`src/rtl/game_control.sv`:
```
// -----------------------------------------------------------------------------
// game_control
//   Top-level game supervisor for the plane / lava / mountains game. It tracks
//   the game state, detects box collisions once per video frame, counts lives,
//   runs the post-hit immunity window and keeps the best score since reset.
//
// Ports
//   clk          system clock
//   resetn       asynchronous, active-low reset
//   start        start request (honoured in IDLE and OVER only)
//   frame_tick   one-clk pulse per video frame
//   plane_y      plane box top row (plane x is the fixed PLANE_X)
//   lava_x/y     lava drop box top-left corner
//   mtn1_x/y     mountain 1 left column / top row (box runs down to SCREEN_B)
//   mtn2_x/y     mountain 2 left column / top row
//   score_in     live score from the obstacle generators
//   game_over    high while IDLE or OVER; freezes the mover blocks
//   state        IDLE=0, PLAY=1, INVULN=2, OVER=3
//   lives        remaining lives
//   hit          one-clk pulse per accepted collision
//   flash        plane blink enable during immunity
//   high_score   best score_in latched on game-over since reset
// -----------------------------------------------------------------------------
module game_control #(
  parameter int PLANE_X       = 60,
  parameter int PLANE_W       = 32,
  parameter int PLANE_H       = 16,
  parameter int LAVA_S        = 8,
  parameter int MTN_W         = 32,
  parameter int SCREEN_B      = 479,
  parameter int LIVES_INIT    = 3,
  parameter int INVULN_FRAMES = 60
) (
  input  logic       clk,
  input  logic       resetn,
  input  logic       start,
  input  logic       frame_tick,
  input  logic [9:0] plane_y,
  input  logic [9:0] lava_x,
  input  logic [9:0] lava_y,
  input  logic [9:0] mtn1_x,
  input  logic [9:0] mtn1_y,
  input  logic [9:0] mtn2_x,
  input  logic [9:0] mtn2_y,
  input  logic [6:0] score_in,
  output logic       game_over,
  output logic [1:0] state,
  output logic [1:0] lives,
  output logic       hit,
  output logic       flash,
  output logic [6:0] high_score
);

  localparam logic [1:0] S_IDLE   = 2'd0;
  localparam logic [1:0] S_PLAY   = 2'd1;
  localparam logic [1:0] S_INVULN = 2'd2;
  localparam logic [1:0] S_OVER   = 2'd3;

  localparam logic [1:0]  LIVES_LOAD  = 2'(LIVES_INIT);
  localparam logic [7:0]  INVULN_LOAD = 8'(INVULN_FRAMES);

  // All box arithmetic is done in 11 bits so that coordinates near 1023 plus
  // a box size cannot wrap around and alias onto the plane.
  localparam logic [10:0] PLANE_L   = 11'(PLANE_X);
  localparam logic [10:0] PLANE_R   = 11'(PLANE_X + PLANE_W - 1);
  localparam logic [10:0] PLANE_DY  = 11'(PLANE_H - 1);
  localparam logic [10:0] LAVA_D    = 11'(LAVA_S - 1);
  localparam logic [10:0] MTN_D     = 11'(MTN_W - 1);
  localparam logic [10:0] SCREEN_BT = 11'(SCREEN_B);

  logic [7:0]  frame_cnt;
  logic        coll_q;

  logic [10:0] plane_t, plane_b;
  logic        lava_ovl, mtn1_ovl, mtn2_ovl, any_ovl;

  assign plane_t = {1'b0, plane_y};
  assign plane_b = plane_t + PLANE_DY;

  // Inclusive interval intersection on both axes.
  assign lava_ovl = ({1'b0, lava_x} <= PLANE_R) && (PLANE_L <= {1'b0, lava_x} + LAVA_D) &&
                    ({1'b0, lava_y} <= plane_b) && (plane_t <= {1'b0, lava_y} + LAVA_D);

  assign mtn1_ovl = ({1'b0, mtn1_x} <= PLANE_R) && (PLANE_L <= {1'b0, mtn1_x} + MTN_D) &&
                    ({1'b0, mtn1_y} <= plane_b) && (plane_t <= SCREEN_BT);

  assign mtn2_ovl = ({1'b0, mtn2_x} <= PLANE_R) && (PLANE_L <= {1'b0, mtn2_x} + MTN_D) &&
                    ({1'b0, mtn2_y} <= plane_b) && (plane_t <= SCREEN_BT);

  assign any_ovl = lava_ovl || mtn1_ovl || mtn2_ovl;

  // The registered collision flag is the hit pulse itself; it can only be set
  // in PLAY, and the FSM leaves PLAY on the very cycle it is high.
  assign hit       = coll_q;
  assign game_over = (state == S_IDLE) || (state == S_OVER);
  assign flash     = (state == S_INVULN) && frame_cnt[2];

  // NOTE: every register below is assigned with <= so all of them see the
  // pre-edge values of each other; blocking assignments here would make the
  // result depend on statement order.
  always_ff @(posedge clk or negedge resetn) begin
    if (!resetn) begin
      state      <= S_IDLE;
      lives      <= LIVES_LOAD;
      frame_cnt  <= '0;
      coll_q     <= 1'b0;
      high_score <= '0;
    end else begin
      // Collision sampled only on a frame tick in PLAY. The !coll_q term keeps
      // a tick landing on the hit cycle from producing a second hit.
      coll_q <= (state == S_PLAY) && frame_tick && !coll_q && any_ovl;

      case (state)
        S_IDLE, S_OVER: begin
          if (start) begin
            state     <= S_PLAY;
            lives     <= LIVES_LOAD;
            frame_cnt <= '0;
          end
        end

        S_PLAY: begin
          if (coll_q) begin
            if (lives <= 2'd1) begin
              lives <= 2'd0;
              state <= S_OVER;
              if (score_in > high_score) high_score <= score_in;
            end else begin
              lives     <= lives - 2'd1;
              state     <= S_INVULN;
              frame_cnt <= INVULN_LOAD;
            end
          end
        end

        S_INVULN: begin
          if (frame_tick) begin
            if (frame_cnt <= 8'd1) begin
              frame_cnt <= '0;
              state     <= S_PLAY;
            end else begin
              frame_cnt <= frame_cnt - 8'd1;
            end
          end
        end

        default: state <= S_IDLE;
      endcase
    end
  end

endmodule

```
`config.mk`:
```
export PLATFORM = sky130hd
export DESIGN_NAME = game_control
export DESIGN_NICKNAME = d
export VERILOG_FILES = /design/src/rtl/game_control.sv
export SDC_FILE = /design/constraint.sdc
export NUM_CORES = 1
export LEC_CHECK = 0
export CAP_MARGIN = 25
export CORE_AREA = 2 2 70 99
export DETAILED_ROUTE_END_ITERATION = 6
export DIE_AREA = 0 0 72 101
export MAX_ROUTING_LAYER = met4
export PLACE_DENSITY = 0.9
export SETUP_SLACK_MARGIN = 0.4
export SYNTH_ARGS = -nofsm -noshare
export SYNTH_HDL_FRONTEND = slang
export SYNTH_SLANG_ARGS = --single-unit
```
`constraint.sdc`:
```
create_clock -name clk -period 2.7 [get_ports clk]
set_clock_uncertainty 0.2 [all_clocks]
set_input_delay 0.54 -clock clk [delete_from_list [all_inputs] [get_ports clk]]
set_output_delay 0.54 -clock clk [all_outputs]
set_load 0.01 [all_outputs]
```
==> impl_results.html, run 1 <==
<table>
<tr><th>Metric</th><th>Value</th></tr>
<tr><th colspan="2">Drt</th></tr>
<tr><td># DRC</td><td>0</td></tr>
<tr><td>Number of nets with antenna violations after routing</td><td>0</td></tr>
<tr><td>Count of routing violations after the opening detailed-route iteration</td><td>around 420</td></tr>
<tr><td>Routed via count divided by cell count</td><td>6.36</td></tr>
<tr><td>First-pass iteration count of the detailed router</td><td>7</td></tr>
<tr><td>Final routed wirelength across all metal layers</td><td>between 10000 and 15000 um</td></tr>
<tr><td>Vias</td><td>roughly 3900</td></tr>
<tr><td>Post-DR wirelength/cell</td><td>around 19 um</td></tr>
<tr><th colspan="2">Placed design</th></tr>
<tr><td>Number of cells in the design after placement</td><td>590</td></tr>
<tr><td>Placement Cell Area</td><td>0.00448 mm^2</td></tr>
<tr><td>IO Port Bufs</td><td>94</td></tr>
<tr><td>Detailed placement HPWL</td><td>between 7000 and 8000 um</td></tr>
<tr><td>Routability congestion estimate from global placement</td><td>0.994</td></tr>
<tr><th colspan="2">Synthesis</th></tr>
<tr><td>Cell variety after synth</td><td>56</td></tr>
<tr><td>Share of synthesized registers carrying an async set or reset</td><td>between 90% and 100%</td></tr>
<tr><td>Flip-flop cell with the highest count after synthesis</td><td>dfrtp_1</td></tr>
<tr><td>Post-synthesis cell type with the largest combined area</td><td>ha_1</td></tr>
<tr><td>Top post-synthesis cells by count</td><td>ha_1 (55), inv_1 (33), nand3_1 (28)</td></tr>
<tr><td>Number of flops mapped to enable cells by yosys</td><td>0</td></tr>
<tr><td>Most used standard cell by instance count after synthesis</td><td>ha_1</td></tr>
<tr><td>Yosys warning total</td><td>0</td></tr>
<tr><td>Post-synth design cell area</td><td>approximately 0.003 mm^2</td></tr>
<tr><td>Gate count after technology mapping</td><td>around 380</td></tr>
<tr><td>Net count after synthesis</td><td>between 500 and 600</td></tr>
<tr><td>Sequential fraction of the synthesis area</td><td>16.8%</td></tr>
<tr><td>Top area cells in the synthesized netlist</td><td>ha_1 (23%), dfrtp_1 (15%), nand3_1 (4.7%)</td></tr>
<tr><td>Area share of the leading cell type in the synthesized netlist</td><td>between 20% and 30%</td></tr>
<tr><td>Register bit count reported by yosys</td><td>20</td></tr>
<tr><td>Average instance area after synthesis</td><td>between 7 and 8 um^2</td></tr>
<tr><th colspan="2">Clock tree</th></tr>
<tr><td>Cts bufs inserted</td><td>3</td></tr>
<tr><td>Maximum number of buffers from clock root to sink</td><td>2</td></tr>
<tr><td>Deepest level of the CTS H-tree</td><td>1</td></tr>
<tr><td>Clock transition at the registers of the reported paths</td><td>about 0.07 ns</td></tr>
<tr><td>Hold-fix buffers at CTS</td><td>0</td></tr>
<tr><td>Clock insertion delay at the later pin of the skew report</td><td>0.28 ns</td></tr>
<tr><td># clock sinks</td><td>20</td></tr>
<tr><td>CTS tree</td><td>yes</td></tr>
<tr><td>Root buffer selected by CTS</td><td>clkbuf_8</td></tr>
<tr><th colspan="2">Finish</th></tr>
<tr><td>Net count of the finished layout</td><td>672</td></tr>
<tr><td>Final instance area</td><td>0.00492 mm^2</td></tr>
<tr><td>Antenna diode instance count</td><td>0</td></tr>
<tr><td>Fraction of layout instances using a drive strength above 1</td><td>between 20% and 30%</td></tr>
<tr><td>Filler cell count in the final layout</td><td>between 300 and 400</td></tr>
<tr><td>Area added between synthesis and finish</td><td>63.8%</td></tr>
<tr><td>Final Instance Count excl. Fillers</td><td>609</td></tr>
<tr><th colspan="2">Timing</th></tr>
<tr><td>Count of pins over their slew limit</td><td>0</td></tr>
<tr><td>Worst slew margin</td><td>between 70% and 80%</td></tr>
<tr><td>Final WS setup</td><td>-0.280 ns</td></tr>
<tr><td>Setup violation total in the final timing report</td><td>1</td></tr>
<tr><td>Unrepaired setup endpoints after global routing</td><td>yes</td></tr>
<tr><td>Shortest clock period the worst path allows after layout</td><td>around 3.0 ns</td></tr>
<tr><td>Achievable clock frequency</td><td>0.336 GHz</td></tr>
<tr><td>Final period utilization</td><td>110%</td></tr>
<tr><td>Total negative slack</td><td>-0.280 ns</td></tr>
<tr><td>Tightest Pin Transition</td><td>approximately 0.4 ns</td></tr>
<tr><td>Hold Violations, Final</td><td>0</td></tr>
<tr><th colspan="2">Global route</th></tr>
<tr><td>Number of global-route vias before repair</td><td>3939</td></tr>
<tr><td>Total routing resource utilization after global routing</td><td>31.6%</td></tr>
<tr><td>Congestion Overflow GR</td><td>0</td></tr>
<tr><td>Largest net degree at the start of global routing</td><td>21</td></tr>
<tr><td>Wire length of the first global-routing pass</td><td>between 15000 and 20000 um</td></tr>
<tr><td>Initial antenna violation count</td><td>0</td></tr>
<tr><th colspan="2">Power</th></tr>
<tr><td>Clock network fraction of total power</td><td>roughly an eighth</td></tr>
<tr><td>Power Density</td><td>416 mW/mm^2</td></tr>
<tr><td>Net Switching</td><td>between 0.0009 and 0.001 W</td></tr>
<tr><td>Leakage power figure</td><td>~2.3 nW</td></tr>
<tr><td>Total chip power</td><td>0.00204 W</td></tr>
<tr><td>Largest vdd supply drop</td><td>~0.00037 V</td></tr>
<tr><td>Cell internal pwr</td><td>~0.0011 W</td></tr>
<tr><td>Switching Fraction</td><td>roughly 44%</td></tr>
<tr><td>Combinational share of power</td><td>between 60% and 70%</td></tr>
<tr><td>Fraction of power consumed by sequential logic</td><td>between 20% and 30%</td></tr>
<tr><th colspan="2">Floorplanning</th></tr>
<tr><td>Initial core utilization</td><td>approximately 47%</td></tr>
<tr><td>Floorplan core area</td><td>0.00644 mm^2</td></tr>
<tr><td>Die extent in x</td><td>between 70 and 80 um</td></tr>
<tr><td>Number of cell rows</td><td>35</td></tr>
<tr><td>Top Ports</td><td>between 90 and 100</td></tr>
<tr><td>Area enclosed by the die boundary</td><td>around 0.0073 mm^2</td></tr>
<tr><td>Chip Height</td><td>between 100 and 150 um</td></tr>
<tr><th colspan="2">Min path</th></tr>
<tr><td>Min-delay src</td><td>frame_cnt[7]$_DFFE_PN0P_</td></tr>
<tr><td>Classification of the worst-slack hold path</td><td>reg -&gt; reg</td></tr>
<tr><th colspan="2">Worst setup path</th></tr>
<tr><td>R2r startpoint</td><td>high_score[1]$_DFFE_PN0P_</td></tr>
<tr><td>Most numerous cell on the critical path</td><td>a211o_1</td></tr>
<tr><td>Startpoint Class</td><td>primary input</td></tr>
<tr><td>Beginning of the critical path</td><td>plane_y[0]</td></tr>
<tr><td>Crit-path slowest cell</td><td>o41ai_4</td></tr>
<tr><td>CP Max Fanout</td><td>3</td></tr>
<tr><td>Ordered cell list for the critical path</td><td>buf_12 -&gt; buf_6 -&gt; o41ai_4 -&gt; buf_4 -&gt; nor2_2 -&gt; xnor2_2 -&gt; ha_1 -&gt; a21o_1 -&gt; a211o_1 -&gt; nor3_2 -&gt; nand2_1 -&gt; a31oi_1 -&gt; a211o_1</td></tr>
<tr><td>Crit-path max cell delay</td><td>between 0.4 and 0.5 ns</td></tr>
<tr><td>Critical path required time</td><td>about 2.7 ns</td></tr>
<tr><td>Worst setup path category</td><td>in -&gt; reg</td></tr>
<tr><td>Setup crit end kind</td><td>register</td></tr>
<tr><td>Crit path DAT</td><td>2.99 ns</td></tr>
<tr><th colspan="2">Run status</th></tr>
<tr><td>Run status</td><td>complete, but fails checks</td></tr>
<tr><td>Violated checks</td><td>negative setup slack</td></tr>
<tr><th colspan="2">Flow run</th></tr>
<tr><td>Max-cap violations</td><td>0</td></tr>
</table>
[per-layer routing]
| metal | track usage (%) | share of wire (%) | routed length [um] |
|---|---|---|---|
| met3 | 3.20 | 6.0 | 701 |
| met4 | 19.7 | 6.0 | 697 |
| met5 | - | 0 | 0 |
| met2 | 58.4 | 52 | 6040 |
| met1 | 30.9 | 36 | 4230 |
[worst max-delay path, delay by kind of cell]
family,cells,cell delay [ns]
AOI/OAI and AO/OA,5,1.24
adders and majority gates,1,0.32
and+or+nand+nor,3,0.32
xor gates and xnor gates,1,0.15
buffers and inverters,3,0.41
[cells by family (layout without fill, tap and decap cells)]
| logic type | after synthesis | in the layout | share of synthesized area (%) |
|---|---|---|---|
| AND/OR/NAND/NOR | 130 | 130 | 22.5 |
| AO/OA/AOI/OAI | 110 | 111 | 25.8 |
| adder cells (fa/ha/maj) | 56 | 56 | 23.3 |
| buffers and inverters | 43 | 198 | 5.38 |
| flip-flops | 20 | 20 | 16.7 |
| XOR/XNOR | 19 | 19 | 6.04 |
| multiplexers | 1 | 1 | 0.333 |
[timing repair]
item,4_1_cts,5_1_grt
pin swaps,25,29
gates resized for setup,65,36
buffers inserted,8,6
gates cloned,1,0
endpoints found under the setup margin,13,16
[layout make-up]
class,count,area (um^2),area share (%)
multi-input cells,317,2680,54.5
repair buffers,161,1450,29.5
flip-flops and latches,20,503,10.2
inverters,33,134,2.72
well taps,74,92.6,1.88
clock buffers,4,55.1,1.12
[per-stage QoR]
stage                     hold slack, ns  util (%)  setup slack [ns]
after floorplan                   0.0444         -            -0.107
after global placement             0.276      69.6            -0.805
after detailed placement           0.269      69.6            -0.884
after CTS                          0.288      73.4           -0.0964
after global routing               0.354      76.4            -0.357
final                              0.307      76.4            -0.280
[final timing paths]
check | end | slack (ns) | cells after the start
setup reg to reg | high_score[0]$_DFFE_PN0P_ | 0.30 | 9
max in group asynchronous | lives[1]$_DFFE_PN1P_ | 1.62 | 2
setup / recovery | hit$_DFF_PN0_ | -0.28 | 13
hold reg to reg | frame_cnt[7]$_DFFE_PN0P_ | 0.31 | 1
hold / removal | frame_cnt[7]$_DFFE_PN0P_ | 0.31 | 1
min in group asynchronous | frame_cnt[5]$_DFFE_PN0P_ | 0.41 | 2
[placed cells by master, fill, tap and decap left out, types with 3 or more instances in the layout]
cell and count:
ha_1 43, nand3_2 3, nor2_1 20, nor2_2 3, a211o_1 4, nor3_1 5, o311a_1 5, o2111ai_1 6
ha_2 4, dlymetal6s2s_1 3, buf_4 64, o21a_1 8, o21ai_0 20, nand3_1 25, a31oi_1 8, dlygate4sd2_1 9
clkdlybuf4s50_1 75, a21o_1 6, o31ai_1 6, a21oi_1 15, and3_1 3, or4_1 6, xor2_1 6, dfrtp_1 18
ha_4 8, nand4_1 8, nand2_1 24, inv_1 30, o21bai_1 3, nor2b_1 5, xnor2_2 4, a21oi_2 3
clkbuf_8 4, buf_6 4, xnor2_1 6
[registers in the layout (all words and copies together) (netlist names)]
| register | cells |
|---|---|
| frame_cnt | 8 |
| high_score | 7 |
| lives | 2 |
| state | 2 |
| hit | 1 |
[power groups by stage]
stage                     clock [W]  combinational, W  sequential, W
final                      0.000246           0.00136       0.000439
after global placement            0           0.00114       0.000434
after CTS                  0.000244           0.00123       0.000437
after global routing       0.000254           0.00148       0.000452
after detailed placement          0           0.00119       0.000442
after floorplan                   0          0.000667       0.000433
Note: power is estimated with default switching activity, not from simulation.
==> inputs of run 2 (changes only) <==
- CORE_AREA: 2 2 70 99 -> 10 10 78 107
- DIE_AREA: 0 0 72 101 -> 0 0 88 117
==> run 2 against run 1 <==
The run ends with design-rule violations, negative setup slack left. Sequential share of layout area unchanged. Combinational power is essentially flat. Wire length increased by 5.3%. Largest power group unchanged. Non-clock buffer count rose by 2. Power is 1.9% lower. Via count down 1.1%. Largest cell class unchanged. Global-route usage is 8.1 points lower. Core utilization unchanged. Critical path depth is 1 lower. First-iteration DRC count fell by 48%. Maximum frequency increased by 6.2%. Die area rose by 42%.
==> impl_results.html, run 2 (synthesis gave the netlist of run 1 again) <==
<table>
<tr><th>Metric</th><th>Value</th></tr>
<tr><th colspan="2">Worst setup path</th></tr>
<tr><td>Family of cells with the greatest summed delay on the critical path</td><td>compound AO/OA/AOI/OAI gates</td></tr>
<tr><td>Critical path required time</td><td>roughly 2.7 ns</td></tr>
<tr><td>Ordered cell list for the critical path</td><td>buf_8 -&gt; inv_4 -&gt; ha_4 -&gt; nand2_4 -&gt; xnor2_4 -&gt; ha_4 -&gt; and3_4 -&gt; a221o_1 -&gt; maj3_2 -&gt; a211o_1 -&gt; a21oi_2 -&gt; a211o_1</td></tr>
<tr><td>Crit-path slowest cell</td><td>a221o_1</td></tr>
<tr><td>CP Max Fanout</td><td>3</td></tr>
<tr><td>Crit path DAT</td><td>between 2 and 3 ns</td></tr>
<tr><td>Worst setup path category</td><td>in -&gt; reg</td></tr>
<tr><td>Startpoint Class</td><td>primary input</td></tr>
<tr><td>Worst path bufs/invs</td><td>2</td></tr>
<tr><td>Crit-path max cell delay</td><td>approximately 0.37 ns</td></tr>
<tr><td>Worst setup slack for register-to-register paths</td><td>about 0.33 ns</td></tr>
<tr><td>Setup crit end kind</td><td>register</td></tr>
<tr><th colspan="2">Clock tree</th></tr>
<tr><td># clock sinks</td><td>20</td></tr>
<tr><td>Clock transition at the registers of the reported paths</td><td>approximately 0.080 ns</td></tr>
<tr><td>Root buffer selected by CTS</td><td>clkbuf_8</td></tr>
<tr><td>Maximum number of buffers from clock root to sink</td><td>2</td></tr>
<tr><td>Deepest level of the CTS H-tree</td><td>1</td></tr>
<tr><td>CTS tree</td><td>yes</td></tr>
<tr><td>Cts bufs inserted</td><td>3</td></tr>
<tr><td>Clock insertion delay at the later pin of the skew report</td><td>roughly 0.26 ns</td></tr>
<tr><th colspan="2">Floorplanning</th></tr>
<tr><td>Area enclosed by the die boundary</td><td>0.0103 mm^2</td></tr>
<tr><td>Initial core utilization</td><td>a little under half</td></tr>
<tr><td>Die extent in x</td><td>slightly below 90 um</td></tr>
<tr><td>Top Ports</td><td>95</td></tr>
<tr><td>Chip Height</td><td>117 um</td></tr>
<tr><td>Number of cell rows</td><td>35</td></tr>
<tr><td>Floorplan core area</td><td>roughly 0.0064 mm^2</td></tr>
<tr><th colspan="2">Power</th></tr>
<tr><td>Largest vdd supply drop</td><td>about 0.00035 V</td></tr>
<tr><td>Leakage power figure</td><td>between 2 and 2.5 nW</td></tr>
<tr><td>Power Density</td><td>about 400 mW/mm^2</td></tr>
<tr><th colspan="2">Flow run</th></tr>
<tr><td>Max-cap violations</td><td>0</td></tr>
<tr><th colspan="2">Drt</th></tr>
<tr><td>Final routed wirelength across all metal layers</td><td>12300 um</td></tr>
<tr><td>Post-DR wirelength/cell</td><td>~20 um</td></tr>
<tr><td>Routed via count divided by cell count</td><td>about 6.3</td></tr>
<tr><td>Number of nets with antenna violations after routing</td><td>0</td></tr>
<tr><td># DRC</td><td>2</td></tr>
<tr><td>First-pass iteration count of the detailed router</td><td>7</td></tr>
<tr><td>Count of routing violations after the opening detailed-route iteration</td><td>between 200 and 250</td></tr>
<tr><td>Vias</td><td>about 3800</td></tr>
<tr><th colspan="2">Timing</th></tr>
<tr><td>Worst slew margin</td><td>approximately three quarters</td></tr>
<tr><td>Setup violation total in the final timing report</td><td>1</td></tr>
<tr><td>Shortest clock period the worst path allows after layout</td><td>between 2 and 3 ns</td></tr>
<tr><td>Final period utilization</td><td>104%</td></tr>
<tr><td>Achievable clock frequency</td><td>~0.36 GHz</td></tr>
<tr><td>Hold Violations, Final</td><td>0</td></tr>
<tr><td>Worst slack on hold paths</td><td>around 0.30 ns</td></tr>
<tr><td>Tightest Pin Transition</td><td>roughly 0.38 ns</td></tr>
<tr><td>Unrepaired setup endpoints after global routing</td><td>yes</td></tr>
<tr><td>Final WS setup</td><td>-0.106 ns</td></tr>
<tr><td>Count of pins over their slew limit</td><td>0</td></tr>
<tr><th colspan="2">Finish</th></tr>
<tr><td>Fraction of layout instances using a drive strength above 1</td><td>26.6%</td></tr>
<tr><td>Antenna diode instance count</td><td>0</td></tr>
<tr><td>Most frequent standard cell in the layout excluding fill and tap cells</td><td>clkdlybuf4s50_1</td></tr>
<tr><td>Net count of the finished layout</td><td>slightly below 700</td></tr>
<tr><td>Flip-flop count of the largest register, all copies and words added</td><td>8</td></tr>
<tr><td>Filler cell count in the final layout</td><td>between 400 and 500</td></tr>
<tr><td>Final instance area</td><td>about 0.0049 mm^2</td></tr>
<tr><td>Area added between synthesis and finish</td><td>63.8%</td></tr>
<tr><td>Area occupied by multi-input gates</td><td>approximately 0.0027 mm^2</td></tr>
<tr><td>Footprint of the flip-flops and latches</td><td>slightly above 500 um^2</td></tr>
<tr><td>Top library cells by usage in the layout, fill and taps aside</td><td>clkdlybuf4s50_1 (71), buf_4 (66), ha_1 (45), inv_1 (29), nand3_1 (25)</td></tr>
<tr><td>Biggest regs</td><td>frame_cnt x8, high_score x7</td></tr>
<tr><td>Largest register by flop count</td><td>frame_cnt</td></tr>
<tr><th colspan="2">Global route</th></tr>
<tr><td>Number of global-route vias before repair</td><td>4036</td></tr>
<tr><td>Wire length of the first global-routing pass</td><td>about 19000 um</td></tr>
<tr><td>Largest net degree at the start of global routing</td><td>21</td></tr>
<tr><td>Total routing resource utilization after global routing</td><td>approximately a quarter</td></tr>
<tr><td>Initial antenna violation count</td><td>0</td></tr>
<tr><td>Congestion Overflow GR</td><td>0</td></tr>
<tr><th colspan="2">Run status</th></tr>
<tr><td>Violated checks</td><td>design-rule violations, negative setup slack</td></tr>
<tr><td>Run status</td><td>complete, but fails checks</td></tr>
<tr><th colspan="2">Placed design</th></tr>
<tr><td>Routability congestion estimate from global placement</td><td>0.935</td></tr>
<tr><td>IO Port Bufs</td><td>94</td></tr>
<tr><td>Placement Cell Area</td><td>between 0.004 and 0.005 mm^2</td></tr>
<tr><td>Detailed placement HPWL</td><td>8760 um</td></tr>
<tr><th colspan="2">Min path</th></tr>
<tr><td>Classification of the worst-slack hold path</td><td>reg -&gt; reg</td></tr>
</table>
run 2: timing repair:
item                       in CTS  in global routing
gates cloned                    1                  0
resized for setup              96                 15
setup endpoints to repair      16                 14
pin swaps                      51                  7
setup buffers                   8                  2
hold buffers                    0                  0
run 2: layer usage:
metal  vias to the layer above  wire length, um  track usage [%]
met2                       220             6270             42.0
met3                        70              833             3.67
met4                         0              827             12.7
li1                       1752                -                -
met1                      1790             4350             23.8
met5                         -                0                -
run 2: final timing paths:
kind | cells after the start | endpoint | from
worst max-delay path | 12 | hit$_DFF_PN0_ | plane_y[1]
worst min-delay path | 1 | frame_cnt[7]$_DFFE_PN0P_ | frame_cnt[7]$_DFFE_PN0P_
worst max register to register | 9 | high_score[0]$_DFFE_PN0P_ | high_score[1]$_DFFE_PN0P_
worst min register to register | 1 | frame_cnt[7]$_DFFE_PN0P_ | frame_cnt[7]$_DFFE_PN0P_
max in group asynchronous | 2 | lives[1]$_DFFE_PN1P_ | resetn
min in group asynchronous | 2 | frame_cnt[4]$_DFFE_PN0P_ | resetn
run 2: per-stage QoR:
step                total power, W  std cells  TNS [ns]  worst slack, ns  utilization [%]
finish                     0.00201        611    -0.106           -0.106             76.4
global route               0.00215        611    -0.171           -0.171             76.4
CTS                        0.00189        609  -0.00447         -0.00447             75.3
detailed placement         0.00164        596     -3.11           -0.913             70.3
global placement           0.00158        596     -3.00           -0.803             70.3
floorplan                  0.00110        379    -0.107           -0.107                -
run 2: power by group:
part           switching, W  internal [W]  leakage [nW]
logic              0.000727      0.000624          2.05
registers         0.0000762      0.000368         0.227
clock network      0.000104      0.000105        0.0228
run 2: layout make-up:
cell class	instances	area share, %
multi-input combinational	317	54.7
timing repair buffer	163	29.5
sequential	20	10.2
inverter	33	2.72
tap	74	1.88
clock buffer	4	0.916
==> inputs of run 3 (changes only) <==
==> constraint.sdc (replaced) <==
create_clock -name clk -period 2.7 [get_ports clk]
set_clock_uncertainty 0.2 [all_clocks]
set_input_delay 0.54 -clock clk [delete_from_list [all_inputs] [get_ports clk]]
set_output_delay 0.54 -clock clk [all_outputs]
set_load 0.05 [all_outputs]
==> run 3 against run 2 <==
The flow finishes with violations (negative setup slack). Die area stayed put. Wire length is 4.7% higher. Final area is 3.8% higher. First-iteration DRC count is 3.3% higher. Register-to-register slack worse by 0.08 ns. Sequential power is 1% higher. Critical path type unchanged. Final cell count is 0.98% higher. Combinational power is 10% higher. Sequential share of layout area is 0.23 points lower.
==> impl_results.html, run 3 (synthesis gave the netlist of run 1 again) <==
<table>
<tr><th>Metric</th><th>Value</th></tr>
<tr><th colspan="2">Worst setup path</th></tr>
<tr><td>CP Max Fanout</td><td>3</td></tr>
<tr><td>Crit path DAT</td><td>~2.9 ns</td></tr>
<tr><td>Critical path required time</td><td>roughly 2.7 ns</td></tr>
<tr><td>Setup crit end kind</td><td>register</td></tr>
<tr><td>Worst setup path category</td><td>in -&gt; reg</td></tr>
<tr><td>Startpoint Class</td><td>primary input</td></tr>
<tr><th colspan="2">Timing</th></tr>
<tr><td>Hold Violations, Final</td><td>0</td></tr>
<tr><td>Final period utilization</td><td>107%</td></tr>
<tr><td>Worst slack on hold paths</td><td>~0.31 ns</td></tr>
<tr><td>Final WS setup</td><td>-0.202 ns</td></tr>
<tr><td>Worst slew margin</td><td>54.4%</td></tr>
<tr><td>Count of pins over their slew limit</td><td>0</td></tr>
<tr><td>Achievable clock frequency</td><td>~0.34 GHz</td></tr>
<tr><td>Setup violation total in the final timing report</td><td>1</td></tr>
<tr><td>Shortest clock period the worst path allows after layout</td><td>between 2 and 3 ns</td></tr>
<tr><td>Unrepaired setup endpoints after global routing</td><td>yes</td></tr>
<tr><td>Tightest Pin Transition</td><td>slightly below 0.7 ns</td></tr>
<tr><th colspan="2">Drt</th></tr>
<tr><td>Met3 Routed Length</td><td>around 890 um</td></tr>
<tr><td>Vias</td><td>between 3000 and 4000</td></tr>
<tr><td>Post-DR wirelength/cell</td><td>20.8 um</td></tr>
<tr><td># DRC</td><td>0</td></tr>
<tr><td>Count of routing violations after the opening detailed-route iteration</td><td>222</td></tr>
<tr><td>Met2 wire length</td><td>6630 um</td></tr>
<tr><td>Length of routed wiring on met1</td><td>4630 um</td></tr>
<tr><td>Final routed wirelength across all metal layers</td><td>~13000 um</td></tr>
<tr><td>Number of nets with antenna violations after routing</td><td>0</td></tr>
<tr><td>Routed via count divided by cell count</td><td>between 6 and 7</td></tr>
<tr><td>First-pass iteration count of the detailed router</td><td>5</td></tr>
<tr><td>Highest Signal Layer</td><td>met4</td></tr>
<tr><th colspan="2">Global route</th></tr>
<tr><td>Congestion Overflow GR</td><td>0</td></tr>
<tr><td>Initial antenna violation count</td><td>0</td></tr>
<tr><td>Total routing resource utilization after global routing</td><td>between 20% and 30%</td></tr>
<tr><td>Number of global-route vias before repair</td><td>3965</td></tr>
<tr><td>Wire length of the first global-routing pass</td><td>18300 um</td></tr>
<tr><td>Largest net degree at the start of global routing</td><td>21</td></tr>
<tr><th colspan="2">Clock tree</th></tr>
<tr><td># clock sinks</td><td>20</td></tr>
<tr><td>Clock transition at the registers of the reported paths</td><td>approximately 0.090 ns</td></tr>
<tr><td>Deepest level of the CTS H-tree</td><td>1</td></tr>
<tr><td>Maximum number of buffers from clock root to sink</td><td>2</td></tr>
<tr><td>CTS tree</td><td>yes</td></tr>
<tr><td>Root buffer selected by CTS</td><td>clkbuf_8</td></tr>
<tr><td>Clock insertion delay at the later pin of the skew report</td><td>0.27 ns</td></tr>
<tr><td>Cts bufs inserted</td><td>3</td></tr>
<tr><th colspan="2">Finish</th></tr>
<tr><td>Final instance area</td><td>around 0.0051 mm^2</td></tr>
<tr><td>Flip-flop count of the largest register, all copies and words added</td><td>8</td></tr>
<tr><td>Largest register by flop count</td><td>frame_cnt</td></tr>
<tr><td>Net count of the finished layout</td><td>680</td></tr>
<tr><td>Antenna diode instance count</td><td>0</td></tr>
<tr><td>Filler cell count in the final layout</td><td>between 300 and 400</td></tr>
<tr><td>Final Instance Count excl. Fillers</td><td>about 600</td></tr>
<tr><td>Util after Layout</td><td>~80%</td></tr>
<tr><td>Footprint of the flip-flops and latches</td><td>around 510 um^2</td></tr>
<tr><td>Area occupied by multi-input gates</td><td>roughly 0.0028 mm^2</td></tr>
<tr><td>Biggest regs</td><td>frame_cnt x8, high_score x7</td></tr>
<tr><td>Area added between synthesis and finish</td><td>70.0%</td></tr>
<tr><td>Top library cells by usage in the layout, fill and taps aside</td><td>clkdlybuf4s50_1 (72), buf_4 (71), ha_1 (44), inv_1 (30), nand2_1 (24)</td></tr>
<tr><td>Fraction of layout instances using a drive strength above 1</td><td>31.5%</td></tr>
<tr><td>Most frequent standard cell in the layout excluding fill and tap cells</td><td>clkdlybuf4s50_1</td></tr>
<tr><th colspan="2">Flow run</th></tr>
<tr><td>Max-cap violations</td><td>0</td></tr>
<tr><th colspan="2">Floorplanning</th></tr>
<tr><td>Top Ports</td><td>95</td></tr>
<tr><td>Chip Height</td><td>roughly 120 um</td></tr>
<tr><td>Number of cell rows</td><td>35</td></tr>
<tr><td>Floorplan core area</td><td>~0.0064 mm^2</td></tr>
<tr><td>Area enclosed by the die boundary</td><td>around 0.010 mm^2</td></tr>
<tr><td>Initial core utilization</td><td>a little under half</td></tr>
<tr><td>Die extent in x</td><td>about 88 um</td></tr>
<tr><th colspan="2">Placed design</th></tr>
<tr><td>IO Port Bufs</td><td>94</td></tr>
<tr><td>Routability congestion estimate from global placement</td><td>between 1 and 1.5</td></tr>
<tr><td>Number of cells in the design after placement</td><td>595</td></tr>
<tr><td>Detailed placement HPWL</td><td>8900 um</td></tr>
<tr><td>Placement Cell Area</td><td>~0.0045 mm^2</td></tr>
<tr><th colspan="2">Run status</th></tr>
<tr><td>Run status</td><td>complete, but fails checks</td></tr>
<tr><td>Violated checks</td><td>negative setup slack</td></tr>
<tr><th colspan="2">Power</th></tr>
<tr><td>Total chip power</td><td>around 0.0023 W</td></tr>
<tr><td>Power Density</td><td>between 400 and 500 mW/mm^2</td></tr>
<tr><td>Leakage power figure</td><td>between 2 and 2.5 nW</td></tr>
<tr><td>Largest vdd supply drop</td><td>0.000339 V</td></tr>
<tr><th colspan="2">Min path</th></tr>
<tr><td>Classification of the worst-slack hold path</td><td>reg -&gt; reg</td></tr>
</table>
==> run 3: cell count changes in the layout (fill, tap and decap cells not counted), moves of 4 or more <==
cell	previous run	this run
dfrtp_1	18	12
nand3_2	3	7
dfrtp_2	0	6
nand3_1	25	21
buf_4	66	71
==> run 3: area by class of cell <==
cell class                 instances  area share, %
timing repair buffer             169           29.7
inverter                          33           2.62
tap                               74           1.81
multi-input combinational        317           54.5
clock inverter                     1          0.588
clock buffer                       3          0.809
sequential                        20           10.0
==> run 3: worst paths after layout <==
check                                           from                   endpoint  slack [ns]  cells past startpoint
min                         frame_cnt[7]$_DFFE_PN0P_   frame_cnt[7]$_DFFE_PN0P_        0.31                      1
min in group asynchronous                     resetn   frame_cnt[0]$_DFFE_PN0P_        0.41                      2
max reg2reg                high_score[1]$_DFFE_PN0P_  high_score[0]$_DFFE_PN0P_        0.25                      9
max                                       plane_y[0]              hit$_DFF_PN0_       -0.20                     15
max in group asynchronous                     resetn       lives[1]$_DFFE_PN1P_        1.61                      2
min reg2reg                 frame_cnt[7]$_DFFE_PN0P_   frame_cnt[7]$_DFFE_PN0P_        0.31                      1
==> run 3: timing repair <==
| item | 4_1_cts | 5_1_grt |
|---|---|---|
| pin swaps | 36 | 27 |
| endpoints found under the setup margin | 18 | 18 |
| endpoints found under the hold margin | 0 | 0 |
| gates resized for setup | 81 | 40 |
| gates cloned | 1 | 1 |
| hold buffers | 0 | 0 |
| buffers inserted | 6 | 10 |
==> run 3: layer usage <==
metal  vias up  global-route usage [%]
li1       1772                       -
met3        56                    3.46
met4         0                    11.8
met2       242                    40.3
met5         -                       -
met1      1855                    22.4
==> run 3: where the power goes <==
group,leakage [nW],switching [W],total [W],internal [W]
registers,0.224,0.0000787,0.000450,0.000371
logic,2.08,0.000850,0.00149,0.000644
clock network,0.0357,0.000116,0.000315,0.000198
total,2.34,0.00105,0.00226,0.00121
==> run 3: worst max-delay path, stage by stage <==
cell,delay [ns]
buf_6,0.11
inv_8,0.03
ha_4,0.18
nand2_4,0.10
and2_4,0.16
nand2_4,0.07
xor2_4,0.21
ha_4,0.27
nand2_1,0.11
o21bai_4,0.13
a21oi_2,0.05
or4_1,0.42
o211ai_1,0.24
a21o_1,0.16
a211o_1,0.12
==> run 3: stage by stage <==
| step | setup slack [ns] | setup TNS, ns |
|---|---|---|
| floorplan | -0.107 | -0.107 |
| global placement | -0.822 | -2.80 |
| detailed placement | -0.868 | -3.18 |
| CTS | -0.0420 | -0.0420 |
| global route | -0.307 | -0.307 |
| finish | -0.202 | -0.202 |
